<file path="src/rtl/clkdiv_pkg.sv">
// Shared constants and helpers for the multi-channel clock divider.
// Optional macro CLKDIV_SYNC_EN adds a global phase-align clear (see clkdiv_chan).
package clkdiv_pkg;

    localparam int CLKDIV_CNT_W       = 32;
    localparam int CLKDIV_DEFAULT_DIV = 5000000;

    // Half-period terminal counts for a 100 MHz system clock
    localparam int DIV_10HZ = 4999999;
    localparam int DIV_1HZ  = 49999999;
    localparam int DIV_2HZ  = 24999999;

    function automatic int clkdiv_ch_w(input int num_ch);
        return (num_ch > 1) ? $clog2(num_ch) : 1;
    endfunction

endpackage

</file>
<file path="src/rtl/clkdiv_multi_if.sv">
// Control/status bundle between a divider user and clkdiv_multi.
// Macro CLKDIV_SYNC_EN adds the sync_clr request line.
interface clkdiv_multi_if
    import clkdiv_pkg::*;
#(
    parameter int NUM_CH = 4,
    parameter int CNT_W  = CLKDIV_CNT_W
);
    localparam int CH_W = clkdiv_ch_w(NUM_CH);

    logic [NUM_CH-1:0] en;
    logic              ld_valid;
    logic [CH_W-1:0]   ld_ch;
    logic [CNT_W-1:0]  ld_div;
    logic              ld_ready;
    logic [NUM_CH-1:0] clk_div;
    logic [NUM_CH-1:0] tick;
`ifdef CLKDIV_SYNC_EN
    logic              sync_clr;
`endif

    modport master (
`ifdef CLKDIV_SYNC_EN
        output sync_clr,
`endif
        output en, ld_valid, ld_ch, ld_div,
        input  ld_ready, clk_div, tick
    );

    modport slave (
`ifdef CLKDIV_SYNC_EN
        input  sync_clr,
`endif
        input  en, ld_valid, ld_ch, ld_div,
        output ld_ready, clk_div, tick
    );

endinterface

</file>
<file path="src/rtl/clkdiv_chan.sv">
// One divider channel: counter, active/shadow divide values, registered outputs.
// With CLKDIV_SYNC_EN, i_sync_clr restarts the channel at phase zero.
module clkdiv_chan
    import clkdiv_pkg::*;
#(
    parameter int CNT_W       = CLKDIV_CNT_W,
    parameter int DEFAULT_DIV = CLKDIV_DEFAULT_DIV
) (
    input  logic             clk,
    input  logic             rst,
    input  logic             i_en,
    input  logic             i_ld_stb,
    input  logic [CNT_W-1:0] i_ld_div,
`ifdef CLKDIV_SYNC_EN
    input  logic             i_sync_clr,
`endif
    output logic             o_pending,
    output logic             o_clk_div,
    output logic             o_tick
);
    localparam logic [CNT_W-1:0] DEF_DIV = CNT_W'(DEFAULT_DIV);
    localparam logic [CNT_W-1:0] ONE     = CNT_W'(1);

    logic [CNT_W-1:0] r_cnt;
    logic [CNT_W-1:0] r_div;
    logic [CNT_W-1:0] r_shadow;
    logic             r_pending;
    logic             r_clk_div;
    logic             r_tick;
    logic             w_sync;

`ifdef CLKDIV_SYNC_EN
    assign w_sync = i_sync_clr;
`else
    assign w_sync = 1'b0;
`endif

    always_ff @(posedge clk or posedge rst) begin
        if (rst) begin
            r_cnt     <= '0;
            r_div     <= DEF_DIV;
            r_shadow  <= '0;
            r_pending <= 1'b0;
            r_clk_div <= 1'b0;
            r_tick    <= 1'b0;
        end else begin
            if (w_sync) begin
                r_cnt     <= '0;
                r_clk_div <= 1'b0;
                r_tick    <= 1'b0;
                if (r_pending) begin
                    r_div     <= r_shadow;
                    r_pending <= 1'b0;
                end
            end else if (i_en) begin
                if (r_cnt == r_div) begin
                    r_cnt     <= '0;
                    r_clk_div <= ~r_clk_div;
                    r_tick    <= 1'b1;
                    if (r_pending) begin
                        r_div     <= r_shadow;
                        r_pending <= 1'b0;
                    end
                end else begin
                    r_cnt  <= r_cnt + ONE;
                    r_tick <= 1'b0;
                end
            end else begin
                // Disabled: safe moment to swap in a pending value, count is kept
                r_tick <= 1'b0;
                if (r_pending) begin
                    r_div     <= r_shadow;
                    r_pending <= 1'b0;
                end
            end
            // A load is only accepted while nothing is pending, so it never races an apply
            if (i_ld_stb) begin
                r_shadow  <= i_ld_div;
                r_pending <= 1'b1;
            end
        end
    end

    assign o_pending = r_pending;
    assign o_clk_div = r_clk_div;
    assign o_tick    = r_tick;

endmodule

</file>
<file path="src/rtl/clkdiv_multi.sv">
// NUM_CH independent glitch-free clock dividers with a shared valid/ready reload port.
// Macro CLKDIV_SYNC_EN adds bus.sync_clr to phase-align all channels.
module clkdiv_multi
    import clkdiv_pkg::*;
#(
    parameter int NUM_CH      = 4,
    parameter int CNT_W       = CLKDIV_CNT_W,
    parameter int DEFAULT_DIV = CLKDIV_DEFAULT_DIV
) (
    input  logic           clk,
    input  logic           rst,
    clkdiv_multi_if.slave  bus
);
    localparam int CH_W = clkdiv_ch_w(NUM_CH);

    logic [NUM_CH-1:0] w_pending;
    logic [NUM_CH-1:0] w_ld_stb;
    logic [NUM_CH-1:0] w_clk_div;
    logic [NUM_CH-1:0] w_tick;
    logic              w_ld_ready;

    // Out-of-range channel indices match no entry and leave ready low
    always_comb begin
        w_ld_ready = 1'b0;
        for (int i = 0; i < NUM_CH; i++) begin
            if (bus.ld_ch == CH_W'(i)) begin
                w_ld_ready = ~w_pending[i];
            end
        end
    end

    genvar g;
    generate
        for (g = 0; g < NUM_CH; g++) begin : g_ch
            assign w_ld_stb[g] = bus.ld_valid & w_ld_ready & (bus.ld_ch == CH_W'(g));

            clkdiv_chan #(
                .CNT_W       (CNT_W),
                .DEFAULT_DIV (DEFAULT_DIV)
            ) u_chan (
                .clk        (clk),
                .rst        (rst),
                .i_en       (bus.en[g]),
                .i_ld_stb   (w_ld_stb[g]),
                .i_ld_div   (bus.ld_div),
`ifdef CLKDIV_SYNC_EN
                .i_sync_clr (bus.sync_clr),
`endif
                .o_pending  (w_pending[g]),
                .o_clk_div  (w_clk_div[g]),
                .o_tick     (w_tick[g])
            );
        end
    endgenerate

    assign bus.ld_ready = w_ld_ready;
    assign bus.clk_div  = w_clk_div;
    assign bus.tick     = w_tick;

endmodule

</file>
<file path="src/flat_wrapper.sv">
// flat-port wrapper written by rule: the top's interface ports become plain ports
module clkdiv_multi_flat import clkdiv_pkg::*;
#(
    parameter int NUM_CH      = 4,
    parameter int CNT_W       = CLKDIV_CNT_W,
    parameter int DEFAULT_DIV = CLKDIV_DEFAULT_DIV
)
  (clk, rst, bus_en, bus_ld_valid, bus_ld_ch, bus_ld_div, bus_ld_ready, bus_clk_div, bus_tick);
  clkdiv_multi_if #(.NUM_CH(NUM_CH), .CNT_W(CNT_W)) bus_i ();
  input  logic clk;
  input  logic rst;
  input wire logic [$bits(bus_i.en)-1:0] bus_en;
  input wire logic [$bits(bus_i.ld_valid)-1:0] bus_ld_valid;
  input wire logic [$bits(bus_i.ld_ch)-1:0] bus_ld_ch;
  input wire logic [$bits(bus_i.ld_div)-1:0] bus_ld_div;
  output wire logic [$bits(bus_i.ld_ready)-1:0] bus_ld_ready;
  output wire logic [$bits(bus_i.clk_div)-1:0] bus_clk_div;
  output wire logic [$bits(bus_i.tick)-1:0] bus_tick;
  assign bus_i.en = bus_en;
  assign bus_i.ld_valid = bus_ld_valid;
  assign bus_i.ld_ch = bus_ld_ch;
  assign bus_i.ld_div = bus_ld_div;
  assign bus_ld_ready = bus_i.ld_ready;
  assign bus_clk_div = bus_i.clk_div;
  assign bus_tick = bus_i.tick;
  clkdiv_multi #(.NUM_CH(NUM_CH), .CNT_W(CNT_W), .DEFAULT_DIV(DEFAULT_DIV)) u_core (.clk(clk), .rst(rst), .bus(bus_i));
endmodule
</file>
<file path="config.mk">
export PLATFORM = sky130hd
export DESIGN_NAME = clkdiv_multi_flat
export DESIGN_NICKNAME = d
export VERILOG_FILES = /design/src/rtl/clkdiv_pkg.sv /design/src/rtl/clkdiv_multi_if.sv /design/src/rtl/clkdiv_chan.sv /design/src/rtl/clkdiv_multi.sv /design/src/flat_wrapper.sv
export SDC_FILE = /design/constraint.sdc
export NUM_CORES = 1
export LEC_CHECK = 0
export ABC_AREA = 1
export CORE_AREA = 2 2 192 194
export DETAILED_ROUTE_END_ITERATION = 16
export DIE_AREA = 0 0 194 196
export PLACE_DENSITY = 0.83
export SYNTH_ARGS = -nofsm -noshare
export SYNTH_HDL_FRONTEND = slang
export SYNTH_SLANG_ARGS = --single-unit
export TNS_END_PERCENT = 30
</file>
<file path="constraint.sdc">
create_clock -name clk -period 15.6 [get_ports clk]
set_input_delay 4.68 -clock clk [delete_from_list [all_inputs] [get_ports clk]]
set_output_delay 4.68 -clock clk [all_outputs]
set_load 0.005 [all_outputs]
</file>
=== After elaboration in Yosys (flattened, before gate mapping) ===
Index checks and enable logic that the tools add are counted.

* Bits in registers: 396
* Bits of input ports: 41
* Output and inout port bits: 9
* Word-level logic and storage cells: 101

* $add $sub $neg: 4
* Equality and inequality tests: 15
* Muxes and demuxes: 40
* Bitwise gates (word level): 13
* Reductions and logical operators: 5

{| class="wikitable"
|+ Operator list
! cell !! number
|-
| 2-to-1 mux 32 bit || 16
|-
| adder 32 x 1 -> 32 bit, second input constant || 4
|-
| equality test 32 bit || 4
|-
| 2-to-1 mux 1 bit || 24
|-
| != test 3 x 1 -> 1 bit, second input constant || 4
|-
| != test 2 x 1 -> 1 bit, second input constant || 4
|-
| NOT 1 bit || 8
|-
| AND reduction 2 bit || 4
|-
| AND 1 bit || 5
|-
| equality test 2 bit, second input constant || 2
|-
| equality test 2 x 1 -> 1 bit, second input constant || 1
|-
| logical NOT 2 bit || 1
|}

=== Logic depth before layout (Yosys ltp) ===
Gate-level depths: netlist of the first run.

* Depth after elaboration: 8
* Depth in mapped cells: 13
* Gate-level depth less buffers: 12

=== Cells and area by module ===
A second synthesis of the first run with hierarchy kept.

* Cells, all modules: 2583
* Area, all modules: 20116.8 um^2

{| class="wikitable"
|+ By module, submodules not included
! module !! times used !! cells an instance !! area an instance (um^2) !! sequential area each (um^2)
|-
| clkdiv_chan || 4 || 641 || 5008.6 || 2487.4
|-
| clkdiv_multi || 1 || 19 || 82.6 || 0.0
|}

=== Worst setup path after synthesis of the first run ===
No wires, ideal clock.

* Kind: input to output
* Start point: input bus_ld_ch[0]
* End point: output bus_ld_ready
* Data arrival time: 5.025 ns
* Required time: 10.920 ns
* Setup slack: 5.895 ns
* Stages on the path: 3
* Path through: inv_1 -> nand3_1 -> o2111a_2

* Longest elaborated chain between the ends: 5
* Elaborated cells on any way between the ends: 8

{| class="wikitable"
|+ Ends and longest elaborated chain
! what !! line !! source
|-
| start, declared || flat_wrapper.sv:14 || <nowiki>input wire logic [$bits(bus_i.ld_ch)-1:0] bus_ld_ch;</nowiki>
|-
| logical NOT 2 bit || clkdiv_multi.sv:26 || <nowiki>if (bus.ld_ch == CH_W'(i)) begin</nowiki>
|-
| 2-to-1 mux 1 bit (3 in series) || clkdiv_multi.sv:26 ||
|-
| 2-to-1 mux 1 bit * || clkdiv_multi.sv:26 ||
|-
| end, declared || flat_wrapper.sv:16 || <nowiki>output wire logic [$bits(bus_i.ld_ready)-1:0] bus_ld_ready;</nowiki>
|}

Mark *: on every way between the ends. The rest lies on a longest branch, timed or not.

=== Final worst setup path of the first run ===
Ends and elaborated chain as after synthesis.

==> qor.csv, run 1 <==
stage;metric;value;unit
clocking;clkSlewWorstSetupHoldPaths;0.06;ns
pwr;power_leakage;11.1;nW
global_routing;grt-ovfl-total;0;
sta;worstMarginPinSlew;1.19;ns
sta;finalClockSkew;0.0123;ns
routing;drc;0;
sta;rsz0062_at_grt;no;
routing;route.detailed.vias_per_inst;5.53;
critical_path;regToRegEndpoint;u_core.g_ch[1].u_chan.r_cnt[29];
routing;dr_total_vias;16600;
clocking;tritoncts.num_buffers;41;
yosys;synthesis.instances;2496;
cells_and_area;final_cell_mix;809 x nand2_1, 364 x dfrtp_1, 275 x inv_1;
global_routing;grt_max_degree;171;
die;die_ar;38000;µm²
sta;timing.final.setup_violations;0;
place;post-dp-hpwl;32700;µm
die;io_pins;50;
die;core;36100;µm²
yosys;yosysUniqueCellTypes;40;
critical_path;critical_path_class;input port to primary output;
critical_path;cp.required;10.92;ns
clocking;post_cts_resize_count;0;
global_routing;antenna_violations_before_repair;1;
sta;timing.final.max_slew_violations;0;
sta;maxSlewHeadroom;0.205;
clocking;insertion_delay;0.54;ns
routing;drt_first_iter_violations;1686;
cells_and_area;antenna_diode_count;0;
global_routing;grt_first_pass_wirelength;81300;µm
yosys;synth.cell_area;19900;µm²
sta;hold_violations;0;
critical_path;critical_path.max_fanout;5;
die;floorplan.initialDensity;0.551;
critical_path;ff2ff_path_depth;8;
critical_path;crit_path_end_kind;primary output;
yosys;yosysWarningCount;0;
die;die-width;194;µm
cells_and_area;finalNetCount;2545;
cells_and_area;area_growth;9.95;%
pwr;power.density;137;nW/µm²
flow_run;number_of_max_cap_violations;0;
routing;wl_per_cell;16.4;µm
routing;routed_wirelength;49100;µm
yosys;synth_sequential_area_ratio;0.500;
clocking;cts.repair_timing.setup_buffer_count;0;
cells_and_area;layout_commonest_cell;nand2_1;
sta;tns;0;ns
global_routing;grt_usage;0.262;
critical_path;regToRegStartpoint;u_core.g_ch[1].u_chan.r_div[19];
clocking;clock_sink_count;396;
critical_path;timing.critical_path.arrival;6.17;ns
clocking;ctsRootBufferMaster;clkbuf_16;
yosys;synth_area_per_cell;7.97;µm²
cells_and_area;num-fill-cells;2997;
clocking;cts_tree;yes;
min_path;hold_class;flip-flop to flip-flop;
outcome;run_status;finished, final reports clean;
global_routing;first_global_vias;16200;
routing;drt.antenna.violating_nets;0;
routing;number_of_iterations_in_the_first_detailed_routing_pass;7;
critical_path;cp-endpoint;bus_ld_ready;
die;die_height;196;µm
critical_path;cp-start-kind;input port;
critical_path;cp-startpoint;bus_ld_ch[0];
pwr;worst_ir_drop_vdd;0.112;mV
place;numPortBuffers;49;
cells_and_area;final_layout_size_suffix_gt1_frac;0.0711;
sta;timing.final.crit_share;0.695;
clocking;holdBufCountCts;0;
sta;worst_hold_slack;0.472;ns
yosys;synth_seq_cells;396;
place;gp_routability_congestion;0.916;
yosys;syn-num-nets;2541;
die;fp-row-count;70;
clocking;cts_htree_levels;2;
sta;finalWorstPathRequiredPeriod;10.85;ns
critical_path;r2r_setup_slk;12.98;ns
sta;timing.fmax;0.0922;GHz
clocking;ctsLongestPathBuffers;3;
[metrics by stage]
step | area, µm² | power, mW | util | std cells | setup slack, ns
floorplan | 19900 | 1.82 | - | 2496 | 5.62
finish | 21900 | 3.01 | 0.606 | 2998 | 4.75
global route | 21900 | 3.16 | 0.606 | 2998 | 4.67
detailed placement | 20400 | 1.97 | 0.566 | 2925 | 4.75
CTS | 21900 | 3.02 | 0.606 | 2998 | 4.75
global placement | 20400 | 1.93 | 0.566 | 2925 | 4.77
[state kept, by name (all words and copies together), names as in the netlist]
register                      flops
u_core.g_ch.u_chan.o_pending      4
u_core.g_ch.u_chan.r_div        128
u_core.g_ch.u_chan.o_tick         4
u_core.g_ch.u_chan.r_shadow     128
u_core.g_ch.u_chan.r_cnt        128
u_core.g_ch.u_chan.o_clk_div      4
[cell families (layout without fill, tap and decap cells)]
kind of cell	Yosys count	count (layout)	share of synthesized area
xor+xnor	124	124	0.0546
flops	396	396	0.500
buf+inv	386	420	0.0856
fa+ha+maj	4	4	0.00252
simple gates	1383	1383	0.303
compound gates	203	203	0.0542
[Yosys cell counts]
master    instances  area share
nor3_2            7      0.0035
buf_1             1     0.00019
nor3_1           56       0.014
clkinv_1          1     0.00019
a31o_2            2     0.00088
inv_2             9      0.0017
or2_2            15      0.0047
clkbuf_2          6      0.0015
nand3_2           3      0.0015
or3_1             1     0.00031
a21oi_1          13      0.0033
o2111a_2          1     0.00063
buf_2            35      0.0088
buf_6            17      0.0096
ha_1              4      0.0025
and3_1            1     0.00031
nand4_1          50       0.016
a21o_1            6      0.0023
clkbuf_1         21      0.0040
dfrtp_1         364        0.46
nor4_1            5      0.0016
nand3b_1         14      0.0053
nand2_4           9      0.0051
o21ai_0         150       0.038
dfstp_2          32       0.042
nor2_2           14      0.0044
nor4_2            1     0.00063
nand2_1         809        0.15
nor2_4            3      0.0017
o211ai_1          8      0.0030
nand3_1         246       0.062
inv_1           276       0.052
buf_4            20      0.0076
xnor2_1         113       0.050
o21ai_1          18      0.0045
xor2_1           11      0.0048
nand2_2           8      0.0025
nor2_1          141       0.027
o21bai_1          4      0.0015
a31oi_1           1     0.00031
[layout make-up]
class,instances,area (µm²),area share
Clock buffer,62,1210,0.0556
Clock inverter,11,210,0.00961
Inverter,286,1080,0.0493
Multi-Input combinational cell,1714,8230,0.377
Sequential cell,396,9950,0.455
Tap cell,468,586,0.0268
Timing Repair Buffer,61,593,0.0271
[routing by layer]
layer	track usage	up-vias	part of all wire
li1	-	7886	-
met1	0.339	8012	0.41
met2	0.442	549	0.49
met3	0.0378	119	0.061
met4	0.111	0	0.040
met5	0	-	0
[worst min path at each step]
stage	from	end	slack, ns	cells past startpoint
2_1_floorplan	u_core.g_ch[0].u_chan.o_clk_div	u_core.g_ch[0].u_chan.o_clk_div	0.45	1
3_3_place_gp	u_core.g_ch[3].u_chan.r_div[19]	u_core.g_ch[3].u_chan.r_div[19]	0.46	2
3_5_place_dp	u_core.g_ch[0].u_chan.r_div[6]	u_core.g_ch[0].u_chan.r_div[6]	0.46	2
4_1_cts	u_core.g_ch[1].u_chan.r_div[6]	u_core.g_ch[1].u_chan.r_div[6]	0.47	2
5_1_grt	u_core.g_ch[1].u_chan.r_div[18]	u_core.g_ch[1].u_chan.r_div[18]	0.49	2
6_report	u_core.g_ch[1].u_chan.r_div[6]	u_core.g_ch[1].u_chan.r_div[6]	0.47	2
[critical path: stages]
cell and delay, ns:
clkdlybuf4s50_1 0.54, inv_1 0.11, nand3_1 0.08, o2111a_2 0.26, clkdlybuf4s50_1 0.51
[power by group]
part           switching (mW)  internal, mW  total (mW)
clock                   0.404         0.635        1.04
combinational           0.294         0.227       0.521
sequential              0.189          1.26        1.45
total                   0.887          2.12        3.01
No activity file was read; power rests on OpenSTA's default activity.
==> inputs of run 2 (changes only) <==
CORE_AREA = 2 2 183 185   (was 2 2 192 194)
DIE_AREA = 0 0 185 187   (was 0 0 194 196)
PLACE_DENSITY = 0.87   (was 0.83)
clock period = 10.2 ns   (was 15.6 ns; I/O delays follow)
==> run 2 against run 1 <==
Against the previous run:
- critical endpoint unchanged
- cell area is 0.38% lower
- clock-buffer cell count is 5 higher
- register-to-register slack worse by 5.3 ns
- non-clock buffer count is 2 lower
- routed wire length is 0.36% lower
- sequential share of layout area is 0.17 points higher
- sequential power is 53% higher
- global-route usage is 3.1 points higher
- largest cell class unchanged
- utilization is 5.7 points higher
==> qor.csv, run 2 (synthesized netlist as in run 1, its figures left out) <==
stage;metric;value;unit;change
sta;timing.final.setup_violations;0;;unchanged
cells_and_area;layout.core_utilization;0.663;;+0.0569
min_path;hold_class;flip-flop to flip-flop;;
clocking;clkSlewWorstSetupHoldPaths;0.06;ns;about the same
clocking;holdBufCountCts;0;;unchanged
flow_run;number_of_max_cap_violations;0;;unchanged
clocking;tritoncts.num_buffers;41;;unchanged
clocking;cts.repair_timing.setup_buffer_count;0;;unchanged
clocking;ctsRootBufferMaster;clkbuf_16;;
global_routing;grt_usage;0.292;;+0.0308
clocking;post_cts_resize_count;0;;unchanged
routing;drt_first_iter_violations;1848;;+9.6%
cells_and_area;postLayoutCellArea;21800;µm²;-0.38%
cells_and_area;reg.largest.list;u_core.g_ch.u_chan.r_cnt (128), u_core.g_ch.u_chan.r_div (128), u_core.g_ch.u_chan.r_shadow (128);;
place;post-dp-hpwl;32300;µm;-0.97%
sta;finalWorstPathRequiredPeriod;7.64;ns;
critical_path;critical_path.max_fanout;5;;unchanged
pwr;total_power_consumption_of_the_routed_design;4.54;mW;+51%
clocking;cts_htree_levels;2;;unchanged
die;die_ar;34600;µm²;-9.0%
critical_path;crit_path_end_kind;primary output;;
sta;timing.final.max_slew_violations;0;;unchanged
die;floorplan.initialDensity;0.605;;+0.0540
critical_path;cp.required;7.14;ns;-3.78 ns
critical_path;cp-start-kind;input port;;
routing;wl_per_cell;16.4;µm;+0.24%
routing;drc;0;;unchanged
sta;timing.final.crit_share;0.749;;
die;fp-row-count;67;;-4.3%
place;numPortBuffers;49;;unchanged
cells_and_area;final_layout_size_suffix_gt1_frac;0.0699;;-0.00121
cells_and_area;final_cell_mix;809 x nand2_1, 364 x dfrtp_1, 275 x inv_1;;
pwr;power.density;208;nW/µm²;+51%
global_routing;grt-ovfl-total;0;;unchanged
global_routing;antenna_violations_before_repair;1;;unchanged
place;detailed_place.area;20400;µm²;-0.13%
cells_and_area;final_cells;2980;;-0.60%
die;core;32900;µm²;-8.9%
die;io_pins;50;;unchanged
cells_and_area;area_growth;9.53;%;
clocking;cts_tree;yes;;
sta;maxSlewHeadroom;0.243;;+0.0377
global_routing;grt_max_degree;210;;+23%
sta;timing.fmax;0.131;GHz;
sta;rsz0062_at_grt;no;;
routing;dr_total_vias;16800;;+1.2%
place;gp_routability_congestion;0.937;;+2.3%
routing;routed_wirelength;49000;µm;-0.36%
sta;finalClockSkew;0.0195;ns;+0.00722 ns
sta;worstMarginPinSlew;1.13;ns;-0.0564 ns
clocking;insertion_delay;0.55;ns;about the same
critical_path;timing.critical_path.arrival;4.58;ns;-1.59 ns
pwr;power_leakage;11.0;nW;-0.25%
clocking;clock_sink_count;396;;unchanged
die;die-width;185;µm;-4.6%
routing;route.detailed.vias_per_inst;5.63;;+1.8%
clocking;ctsLongestPathBuffers;3;;unchanged
global_routing;first_global_vias;16200;;-0.29%
sta;hold_violations;0;;unchanged
place;dp.cells;2903;;-0.75%
sta;tns;0;ns;unchanged
routing;drt.antenna.violating_nets;0;;unchanged
pwr;worst_ir_drop_vdd;0.146;mV;+30%
die;die_height;187;µm;-4.6%
global_routing;grt_first_pass_wirelength;81000;µm;-0.30%
critical_path;critical_path_class;input port to primary output;;
outcome;run_status;finished, final reports clean;;
cells_and_area;layout_commonest_cell;nand2_1;;
routing;number_of_iterations_in_the_first_detailed_routing_pass;6;;-1
cells_and_area;finalNetCount;2543;;-0.079%
run 2: power breakdown:
group / internal (mW) / switching (mW) / leakage [nW]
clock network: 0.900 / 0.620 / 0.671
registers: 1.92 / 0.298 / 4.80
logic: 0.347 / 0.449 / 5.56
total: 3.17 / 1.37 / 11.0
run 2: path summary, 6_finish.rpt:
kind	depth (start not counted)	slack, ns	start	endpoint
max	5	2.56	bus_ld_ch[0]	bus_ld_ready
min	2	0.47	u_core.g_ch[3].u_chan.r_div[11]	u_core.g_ch[3].u_chan.r_div[11]
max reg2reg	8	7.64	u_core.g_ch[0].u_chan.r_cnt[11]	u_core.g_ch[0].u_chan.r_cnt[31]
min reg2reg	2	0.47	u_core.g_ch[3].u_chan.r_div[11]	u_core.g_ch[3].u_chan.r_div[11]
max in group asynchronous	3	5.62	rst	u_core.g_ch[3].u_chan.r_div[31]
min in group asynchronous	2	3.04	rst	u_core.g_ch[2].u_chan.r_cnt[27]
run 2: area by class of cell:
cell class                      count  area, µm²
Inverter                          286       1080
Antenna cell                        1       2.50
Clock inverter                      9        101
Sequential cell                   396       9950
Clock buffer                       67       1270
Fill cell                        2573      11100
Tap cell                          448        561
Timing Repair Buffer               59        591
Multi-Input combinational cell   1714       8230
run 2: critical path, cell delays in order:
cell and delay [ns]:
clkdlybuf4s50_1 0.55, inv_1 0.11, nand3_1 0.08, o2111a_2 0.26
clkdlybuf4s50_1 0.52
run 2: layer usage:
| metal | wire [µm] | global-route usage |
|---|---|---|
| met1 | 20000 | 0.395 |
| met2 | 23300 | 0.469 |
| met3 | 3590 | 0.0487 |
| met4 | 2030 | 0.126 |
| met5 | 13 | 0 |
run 2: per-stage QoR:
stage | hold WS (ns) | worst slack (ns)
2_1_floorplan | 0.448 | 1.84
3_3_place_gp | 0.460 | 2.62
3_5_place_dp | 0.462 | 2.58
4_1_cts | 0.471 | 2.57
5_1_grt | 0.488 | 2.46
6_report | 0.471 | 2.56
==> inputs of run 3 (changes only) <==
clock period = 8 ns   (was 10.2 ns; I/O delays follow)
==> run 3 against run 2 <==
Against the previous run:
- routed wire length up 1.6%
- combinational power rose by 28%
- die area is the same
- final cell count down 0.10%
- total power is 31% higher
- first-iteration DRC count shrank 9.7%
- clock power grew 36%
- non-clock buffer count did not move
- clock-buffer cell count is 7 lower
- largest power group unchanged
==> qor.csv, run 3 (synthesized netlist as in run 1, its figures left out) <==
stage;metric;value;unit;change
outcome;run_status;finished, final reports clean;;
clocking;clock_sink_count;396;;unchanged
cells_and_area;final_cells;2977;;-0.10%
global_routing;first_global_vias;16800;;+3.8%
routing;drc;0;;unchanged
global_routing;grt-ovfl-total;0;;unchanged
sta;finalClockSkew;0.0262;ns;+0.00671 ns
min_path;hold_class;flip-flop to flip-flop;;
clocking;cts_htree_levels;2;;unchanged
cells_and_area;num-fill-cells;2527;;-1.8%
critical_path;cp-start-kind;input port;;
cells_and_area;antenna_diode_count;0;;-1
cells_and_area;final_layout_size_suffix_gt1_frac;0.0700;;about the same
global_routing;grt_max_degree;201;;-4.3%
pwr;p_comb_frac;0.173;;-0.002
sta;worstMarginPinSlew;1.19;ns;+0.0602 ns
sta;timing.fmax;0.158;GHz;
routing;drt_first_iter_violations;1669;;-9.7%
die;io_pins;50;;unchanged
routing;route.detailed.vias_per_inst;5.64;;+0.30%
sta;timing.final.setup_violations;0;;unchanged
sta;finalWorstPathRequiredPeriod;6.33;ns;
cells_and_area;layout_commonest_cell;nand2_1;;
critical_path;cp.required;5.60;ns;-1.54 ns
global_routing;antenna_violations_before_repair;1;;unchanged
flow_run;number_of_max_cap_violations;0;;unchanged
pwr;netSwitchingPower;1.77;mW;+29%
routing;number_of_iterations_in_the_first_detailed_routing_pass;6;;unchanged
cells_and_area;reg.largest.list;u_core.g_ch.u_chan.r_cnt (128), u_core.g_ch.u_chan.r_div (128), u_core.g_ch.u_chan.r_shadow (128);;
clocking;cts.repair_timing.setup_buffer_count;0;;unchanged
clocking;insertion_delay;0.56;ns;about the same
sta;maxSlewHeadroom;0.205;;-0.0380
clocking;holdBufCountCts;0;;unchanged
routing;wl_per_cell;16.7;µm;+1.7%
critical_path;crit_path_end_kind;primary output;;
place;detailed_place.area;20400;µm²;unchanged
die;die_ar;34600;µm²;unchanged
clocking;tritoncts.num_buffers;40;;-2.4%
place;post-dp-hpwl;32300;µm;about the same
critical_path;critical_path_class;input port to primary output;;
cells_and_area;layout.core_utilization;0.665;;+0.00270
place;dp.cells;2903;;unchanged
clocking;post_cts_resize_count;0;;unchanged
clocking;cts_tree;yes;;
sta;rsz0062_at_grt;no;;
die;die-width;185;µm;unchanged
pwr;worst_ir_drop_vdd;0.191;mV;+31%
place;numPortBuffers;49;;unchanged
sta;hold_violations;0;;unchanged
sta;timing.final.max_slew_violations;0;;unchanged
pwr;power.density;271;nW/µm²;+30%
pwr;seq_power_share;0.477;;-0.012
critical_path;timing.critical_path.arrival;3.93;ns;-0.65 ns
pwr;power_leakage;11.1;nW;+0.32%
cells_and_area;final_cell_mix;809 x nand2_1, 364 x dfrtp_1, 275 x inv_1;;
global_routing;grt_first_pass_wirelength;82500;µm;+1.9%
die;fp-row-count;67;;unchanged
die;die_height;187;µm;unchanged
routing;dr_total_vias;16800;;+0.20%
pwr;switching_part_of_the_total_power;0.298;;-0.00318
clocking;ctsRootBufferMaster;clkbuf_16;;
critical_path;critical_path.max_fanout;5;;unchanged
routing;drt.antenna.violating_nets;0;;unchanged
sta;tns;0;ns;unchanged
clocking;clkSlewWorstSetupHoldPaths;0.06;ns;about the same
cells_and_area;finalNetCount;2542;;-0.039%
place;gp_routability_congestion;0.928;;-0.96%
cells_and_area;area_growth;9.98;%;
pwr;pwr-share-clk;0.350;;+0.015
die;core;32900;µm²;unchanged
pwr;cell_internal_pwr;4.16;mW;+31%
die;floorplan.initialDensity;0.605;;unchanged
clocking;ctsLongestPathBuffers;3;;unchanged
sta;timing.final.crit_share;0.791;;
global_routing;grt_usage;0.298;;+0.00554
cells_and_area;postLayoutCellArea;21900;µm²;+0.41%
routing;routed_wirelength;49700;µm;+1.6%
[run 3: changes by cell type in the layout (fill, tap and decap cells not counted), sizes merged]
cell    delta
clkinv     -2
diode      -1
bufinv     +6
inv        +1
clkbuf     -7
[run 3: power by group through the flow]
| stage | Clock [mW] | Combinational [mW] | Sequential [mW] |
|---|---|---|---|
| after CTS | 2.09 | 1.03 | 2.82 |
| after global routing | 2.18 | 1.18 | 2.88 |
| after detailed placement | 0 | 1.00 | 2.84 |
| after global placement | 0 | 0.935 | 2.82 |
| after floorplan | 0 | 0.837 | 2.72 |
| final | 2.07 | 1.02 | 2.83 |
[run 3: final timing paths]
path                                                 start                                  to  slack, ns  depth (start not counted)
max in group asynchronous                              rst     u_core.g_ch[3].u_chan.o_clk_div       4.27                          3
min in group asynchronous                              rst     u_core.g_ch[2].u_chan.r_cnt[27]       2.26                          2
min reg2reg                u_core.g_ch[3].u_chan.o_clk_div     u_core.g_ch[3].u_chan.o_clk_div       0.47                          1
min                        u_core.g_ch[3].u_chan.o_clk_div     u_core.g_ch[3].u_chan.o_clk_div       0.47                          1
max reg2reg                u_core.g_ch[3].u_chan.o_pending  u_core.g_ch[2].u_chan.r_shadow[24]       5.18                          6
max                                           bus_ld_ch[0]                        bus_ld_ready       1.67                          5
[run 3: per-layer routing]
metal	track usage	vias up	wire length, µm
met5	0	-	0
met4	0.163	0	2630
met3	0.0489	179	3500
met2	0.473	667	23400
met1	0.392	8061	20100
li1	-	7894	-
[run 3: worst max-delay path, cell delays in order]
cell and delay [ns]:
clkdlybuf4s50_1 0.54, inv_1 0.11, nand3_1 0.09, o2111a_2 0.25, clkdlybuf4s50_1 0.54
[run 3: stage by stage]
step           setup slack (ns)  power (mW)  hold slack (ns)
3_5_place_dp               1.69        3.84            0.463
3_3_place_gp               1.73        3.75            0.460
4_1_cts                    1.67        5.94            0.474
5_1_grt                    1.61        6.23            0.483
2_1_floorplan             0.296        3.56            0.448
6_report                   1.67        5.93            0.470
[run 3: layout make-up]
cell class / instances / area, µm² / area share
multi-input combinational: 1714 / 8230 / 0.376
clock buffer: 60 / 1160 / 0.0529
tap: 448 / 561 / 0.0256
inverter: 286 / 1080 / 0.0493
sequential: 396 / 9950 / 0.455
timing repair buffer: 59 / 591 / 0.0270
clock inverter: 14 / 303 / 0.0138
